**src/rtl/gcd_arb_pkg.sv**
```systemverilog
// Shared types and constants for the GCD-core arbiter.
// Used by gcd_arbiter and rr_picker.
package gcd_arb_pkg;

  typedef enum logic [1:0] {
    IDLE = 2'd0,
    WAIT = 2'd1,
    RESP = 2'd2
  } state_e;

  localparam int GCD_OPW = 16;
  localparam int GCD_INW = 32;

  localparam logic [GCD_OPW-1:0] GCD_TIMEOUT_RESULT = 16'hFFFF;

  // Round-robin successor of idx among n requesters.
  function automatic int unsigned rr_next(input int unsigned idx, input int unsigned n);
    int unsigned nxt;
    if (idx + 32'd1 >= n) begin
      nxt = 32'd0;
    end else begin
      nxt = idx + 32'd1;
    end
    return nxt;
  endfunction

endpackage

```
**src/rtl/gcd_arbiter_rr_picker.sv**
```systemverilog
// Combinational round-robin picker: first set request at or above ptr_i, with wrap.
// Produces a one-hot grant, its index, and a flag that any request is set.
module rr_picker
  import gcd_arb_pkg::*;
#(
  parameter  int NREQ = 4,
  localparam int IDW  = $clog2(NREQ)
) (
  input  logic [NREQ-1:0] req_i,
  input  logic [IDW-1:0]  ptr_i,
  output logic [NREQ-1:0] grant_o,
  output logic [IDW-1:0]  idx_o,
  output logic            any_o
);

  localparam int SW = IDW + 1;

  logic [SW-1:0]  sum_s;
  logic [IDW-1:0] cand_s;

  // Scan candidates ptr, ptr+1, ... (mod NREQ); the first pending one wins.
  always_comb begin
    grant_o = '0;
    idx_o   = '0;
    any_o   = 1'b0;
    sum_s   = '0;
    cand_s  = '0;
    for (int k = 0; k < NREQ; k++) begin
      sum_s = {1'b0, ptr_i} + SW'(k);
      if (sum_s >= SW'(NREQ)) begin
        sum_s = sum_s - SW'(NREQ);
      end else begin
        sum_s = sum_s;
      end
      cand_s = sum_s[IDW-1:0];
      if (!any_o && req_i[cand_s]) begin
        any_o           = 1'b1;
        idx_o           = cand_s;
        grant_o[cand_s] = 1'b1;
      end else begin
        any_o = any_o;
      end
    end
  end

endmodule

```
**src/rtl/gcd_arbiter.sv**
```systemverilog
// Round-robin arbiter sharing one GCD core among NREQ requesters, one job in flight.
// Optional WAIT watchdog with a timeout output port: define GCD_ARB_WDOG_EN.
module gcd_arbiter
  import gcd_arb_pkg::*;
#(
  parameter  int NREQ        = 4,
  parameter  int WDOG_CYCLES = 70000,
  localparam int IDW         = $clog2(NREQ)
) (
  input  logic                    clk,
  input  logic                    reset,
  input  logic [NREQ-1:0]         req_valid,
  input  logic [NREQ*GCD_INW-1:0] req_data,
  output logic [NREQ-1:0]         req_ready,
  output logic [NREQ-1:0]         rsp_valid,
  output logic [GCD_OPW-1:0]      rsp_data,
  input  logic [NREQ-1:0]         rsp_ready,
  output logic                    gcd_in_valid,
  output logic [GCD_INW-1:0]      gcd_in_data,
  input  logic                    gcd_in_ready,
  input  logic                    gcd_out_valid,
  input  logic [GCD_OPW-1:0]      gcd_out_data,
  output logic                    busy,
  output logic [IDW-1:0]          grant_id
`ifdef GCD_ARB_WDOG_EN
  ,
  output logic                    timeout
`endif
);

  if (NREQ < 2 || NREQ > 8 || WDOG_CYCLES < 1) begin : g_param_check
    $error("gcd_arbiter: parameter out of range");
  end

  state_e               state_q, state_d;
  logic [IDW-1:0]       rr_ptr_q, rr_ptr_d;
  logic [IDW-1:0]       grant_id_q, grant_id_d;
  logic [GCD_OPW-1:0]   rsp_data_q, rsp_data_d;
  logic                 post_rst_q;

  logic [NREQ-1:0]      pick_grant;
  logic [IDW-1:0]       pick_idx;
  logic                 pick_any;
  logic                 fire;
  logic                 rsp_hs;
  logic                 wdog_hit;

  rr_picker #(.NREQ(NREQ)) u_picker (
    .req_i   (req_valid),
    .ptr_i   (rr_ptr_q),
    .grant_o (pick_grant),
    .idx_o   (pick_idx),
    .any_o   (pick_any)
  );

  // No issue while reset is asserted nor in the first cycle after it.
  assign fire   = (state_q == IDLE) && gcd_in_ready && pick_any && !reset && !post_rst_q;
  assign rsp_hs = (state_q == RESP) && rsp_ready[grant_id_q];

`ifdef GCD_ARB_WDOG_EN
  localparam int CW = $clog2(WDOG_CYCLES + 1);

  logic [CW-1:0] wdog_q, wdog_d;
  logic          timeout_q, timeout_d;

  assign wdog_hit = (state_q == WAIT) && (wdog_q == CW'(WDOG_CYCLES));
  assign timeout  = timeout_q & ~reset;

  // Watchdog counter and timeout flag next-state.
  always_comb begin
    wdog_d    = wdog_q;
    timeout_d = timeout_q;
    if (fire) begin
      wdog_d = '0;
    end else if (state_q == WAIT && !wdog_hit) begin
      wdog_d = wdog_q + CW'(1);
    end else begin
      wdog_d = wdog_q;
    end
    // A real result arriving on the expiry cycle wins over the timeout.
    if (wdog_hit && !gcd_out_valid) begin
      timeout_d = 1'b1;
    end else if (rsp_hs) begin
      timeout_d = 1'b0;
    end else begin
      timeout_d = timeout_q;
    end
  end

  // Watchdog registers.
  always_ff @(posedge clk) begin
    if (reset) begin
      wdog_q    <= '0;
      timeout_q <= 1'b0;
    end else begin
      wdog_q    <= wdog_d;
      timeout_q <= timeout_d;
    end
  end
`else
  assign wdog_hit = 1'b0;
`endif

  // FSM next-state, combinational accept toward requester and core.
  always_comb begin
    state_d      = state_q;
    rr_ptr_d     = rr_ptr_q;
    grant_id_d   = grant_id_q;
    rsp_data_d   = rsp_data_q;
    req_ready    = '0;
    gcd_in_valid = 1'b0;
    gcd_in_data  = '0;
    case (state_q)
      IDLE: begin
        if (fire) begin
          req_ready    = pick_grant;
          gcd_in_valid = 1'b1;
          gcd_in_data  = req_data[GCD_INW*pick_idx +: GCD_INW];
          grant_id_d   = pick_idx;
          state_d      = WAIT;
        end else begin
          state_d = IDLE;
        end
      end
      WAIT: begin
        if (gcd_out_valid) begin
          rsp_data_d = gcd_out_data;
          state_d    = RESP;
        end else if (wdog_hit) begin
          rsp_data_d = GCD_TIMEOUT_RESULT;
          state_d    = RESP;
        end else begin
          state_d = WAIT;
        end
      end
      RESP: begin
        if (rsp_hs) begin
          rr_ptr_d = IDW'(rr_next(32'(grant_id_q), 32'(NREQ)));
          state_d  = IDLE;
        end else begin
          state_d = RESP;
        end
      end
      default: begin
        state_d = IDLE;
      end
    endcase
  end

  // Response strobe toward the owner of the held result.
  always_comb begin
    rsp_valid = '0;
    if (state_q == RESP && !reset) begin
      rsp_valid[grant_id_q] = 1'b1;
    end else begin
      rsp_valid = '0;
    end
  end

  // State registers.
  always_ff @(posedge clk) begin
    if (reset) begin
      state_q    <= IDLE;
      rr_ptr_q   <= '0;
      grant_id_q <= '0;
      rsp_data_q <= '0;
      post_rst_q <= 1'b1;
    end else begin
      state_q    <= state_d;
      rr_ptr_q   <= rr_ptr_d;
      grant_id_q <= grant_id_d;
      rsp_data_q <= rsp_data_d;
      post_rst_q <= 1'b0;
    end
  end

  assign busy     = (state_q != IDLE) && !reset;
  assign grant_id = grant_id_q;
  assign rsp_data = rsp_data_q;

endmodule
```
**config.mk**
```make
export PLATFORM = sky130hd
export DESIGN_NAME = gcd_arbiter
export DESIGN_NICKNAME = d
export VERILOG_FILES = /design/src/rtl/gcd_arb_pkg.sv /design/src/rtl/gcd_arbiter_rr_picker.sv /design/src/rtl/gcd_arbiter.sv
export SDC_FILE = /design/constraint.sdc
export NUM_CORES = 1
export LEC_CHECK = 0
export CELL_PAD_IN_SITES_DETAIL_PLACEMENT = 0
export CELL_PAD_IN_SITES_GLOBAL_PLACEMENT = 1
export CORE_MARGIN = 5
export CORE_UTILIZATION = 28
export CTS_CLUSTER_DIAMETER = 100
export DETAILED_ROUTE_END_ITERATION = 10
export MAX_ROUTING_LAYER = met4
export PLACE_DENSITY_LB_ADDON = 0.1
export REMOVE_ABC_BUFFERS = 1
export SETUP_SLACK_MARGIN = 0.15
export SYNTH_ARGS = -nofsm -noshare
export SYNTH_HDL_FRONTEND = slang
export SYNTH_SLANG_ARGS = --single-unit
```
**constraint.sdc**
```tcl
create_clock -name clk -period 4.8 [get_ports clk]
set_input_delay 1.44 -clock clk [delete_from_list [all_inputs] [get_ports clk]]
set_output_delay 1.44 -clock clk [all_outputs]
set_load 0.005 [all_outputs]
```
==> results.ini <==
[outcome]
status=complete, no violations

[floorplanning]
die_h_um=136
dieArea_um2=18600
core_area_um2=15800
die_x_um=136
start_util_pct=28.3
ios=216
rows=46

[timing]
hold_ws_ps=454
slew_headroom_pct=38.0
finalSetupTns_ps=0
slew_violations=0
fin_crit_ps=4770
skew_ps=1.64
hold_viol=0
tightest_slew_ps=929
rsz0062_at_grt=yes
worst_slack_ps=31.5
setup_viol=0
max_freq_ghz=0.210
period_share_pct=99.3

[synthesis]
seq_area_frac_synth_pct=10.3
async_flop_share_pct=0
netlist_top_cells_area=nand2_1, a211oi_1, a22oi_1
yosys_warnings=0
yosys.area.top_type=nand2_1
synth_top_area_share_pct=25.2
ys_types=40
synthCells=732
synth_edf_count=0
ys.flop_type=dfxtp_1
synth-seq-cells=23
synth_area_per_cell_um2=6.10
synth_area_um2=4460

[worst_setup_path]
required_ps=3360
timing.rr.start=rr_ptr_q[1]
startpoint=req_valid[0]
setup.worst_path.end=gcd_in_data[6]
reg2reg_to=grant_id[0]
crit_path_start_kind=primary input
cp_top_family=buffers and inverters
cp.arrival_ps=3330
r2r_setup_slack_ps=1960
slowest_stage=mux4_2
crit_top_cell=buf_12
critical_path.max_stage_delay_ps=470
crit_type=primary input to output pin
crit_path_end_kind=output pin
crit_cells=12
crit_chain=buf_12, mux4_2, nor2b_4, buf_12, buf_12, buf_12, buf_16, buf_4, a211oi_2, nor2_2, o32ai_2, buf_2
cp_num_buf_inv=7
reg2reg_depth=12
crit_fanout=8

[min_path]
min_path_type=flip-flop to flip-flop

[drt]
remaining_drc_errors=0
vias=6284
wire_per_inst_um=17.5
via_per_inst=5.35
firstDrtPassIters=6
wirelength_mm=20.5
ant_nets=0
initialDrtViolationCount=497

[pwr]
p_leak_nw=3.15
power_frac_comb_pct=59.9
seqPwrFrac_pct=21.0
internal_power_uw=616
powerDensity_nw_per_um2=121
fin_total_pwr_uw=941
swShare_pct=34.6
p_sw_uw=326
clock_power_share_pct=19.1
ir_drop_v=0.0000906

[clock_network]
insertion_delay_ps=260
clockBufferDepth=2
path_clk_slew_ps=60
cts_tree=done
numCtsBuffers=3
cts_num_sinks=23
cts_max_level=1
cts_root_buffer=clkbuf_16
cts_hold_buf=0

[layout]
ff_latch_area_um2=464
mostFrequentLayoutCells=nand2_1, clkdlybuf4s50_1, nor2_1
multi_input_area_um2=3910
area_growth_pct=74.6
filler_cell_count=1561
final_nets=1125
drive_above_1_share_pct=22.7
mostFrequentLayoutCell=nand2_1
postLayoutCoreUtil_pct=49.4

[global_route]
grt_pass1_wl_mm=30.8
grt_usage_pct=20.8
grt_pass1_vias=6089
grt-ovfl-total=0
antenna_found_initial=2
grt_max_degree=95

[placement]
io_buffer_count=215
gp_congestion=0.874
post-place-ws_ps=-738
dp_hpwl_mm=14.0

[run]
cap_viol_max_count=0

-- stage by stage --
stage | instances | cell area (um2)
after CTS | 1166 | 7540
final | 1174 | 7790
after floorplan | 655 | 4090
after global routing | 1174 | 7790
after detailed placement | 1132 | 7090
after global placement | 1132 | 7090
-- synth_stat cells, drive strengths merged (7+ instances only) --
cell / number
mux2i: 7
nor2: 74
a211oi: 65
inv: 7
o32ai: 32
buf: 29
nand2: 300
dfxtp: 23
a22oi: 64
a21oi: 28
clkbuf: 48
ha: 12
-- how the worst min path moves through the flow --
| stage | from | depth (start not counted) | endpoint |
|---|---|---|---|
| 3_3_place_gp | rsp_data[0] | 2 | rsp_data[0] |
| 6_report | rsp_data[0] | 2 | rsp_data[0] |
| 3_5_place_dp | rsp_data[0] | 2 | rsp_data[0] |
| 5_1_grt | rsp_data[15] | 2 | rsp_data[15] |
| 4_1_cts | rsp_data[0] | 2 | rsp_data[0] |
| 2_1_floorplan | rsp_data[0] | 2 | rsp_data[0] |
-- timing repair --
item | in CTS | in global routing
cloned | 4 | 2
resized for setup | 194 | 55
pin swaps | 42 | 57
endpoints found under the hold margin | 0 | 0
setup buffers | 26 | 4
setup endpoints to repair | 37 | 38
-- worst register-to-register path, delay by kind of cell (launching register included) --
kind / cells / cell delay (ps)
xor gates and xnor gates: 1 / 120
adders and majority gates: 1 / 540
AOI/OAI and AO/OA: 1 / 230
buffers and inverters: 6 / 720
and+or+nand+nor: 2 / 220
muxes: 1 / 590
DFF: 1 / 320
-- logic make-up (layout without fill, tap and decap cells) --
group / after synthesis / count (layout) / synth area share [%]
AOI/OAI and AO/OA: 205 / 205 / 38.6
xor gates and xnor gates: 1 / 1 / 0.196
adders and majority gates: 12 / 12 / 3.37
buffers and inverters: 84 / 308 / 8.89
DFF: 23 / 23 / 10.3
muxes: 12 / 12 / 3.59
other: 0 / 2 / 0
and+or+nand+nor: 395 / 395 / 35.0
-- power groups by stage --
| stage | combinational (mW) | sequential [mW] | clock (mW) |
|---|---|---|---|
| finish | 0.564 | 0.198 | 0.180 |
| global route | 0.604 | 0.198 | 0.197 |
| CTS | 0.532 | 0.197 | 0.186 |
| detailed placement | 0.483 | 0.202 | 0 |
| global placement | 0.476 | 0.201 | 0 |
| floorplan | 0.200 | 0.205 | 0 |
-- registers in the layout, summed over array words and instances (netlist names) --
signal	flops
rsp_data	16
grant_id	2
rr_ptr_q	2
state_q	2
post_rst_q	1
-- per-layer routing --
metal / wire length (um) / GRT usage, %
met3: 1560 / 4.22
met1: 8680 / 25.8
met4: 374 / 5.77
met5: 0 / -
met2: 9910 / 34.1
-- final cells by class --
| cell class | instances | area share, % |
|---|---|---|
| flip-flops and latches | 23 | 5.96 |
| diodes | 2 | 0.0642 |
| repair buffers | 297 | 38.9 |
| clock buffers | 3 | 0.963 |
| multi-input cells | 625 | 50.2 |
| clock inverters | 1 | 0.0642 |
| well taps | 216 | 3.47 |
| inverters | 7 | 0.369 |
Power figures use the tool's default switching activity.
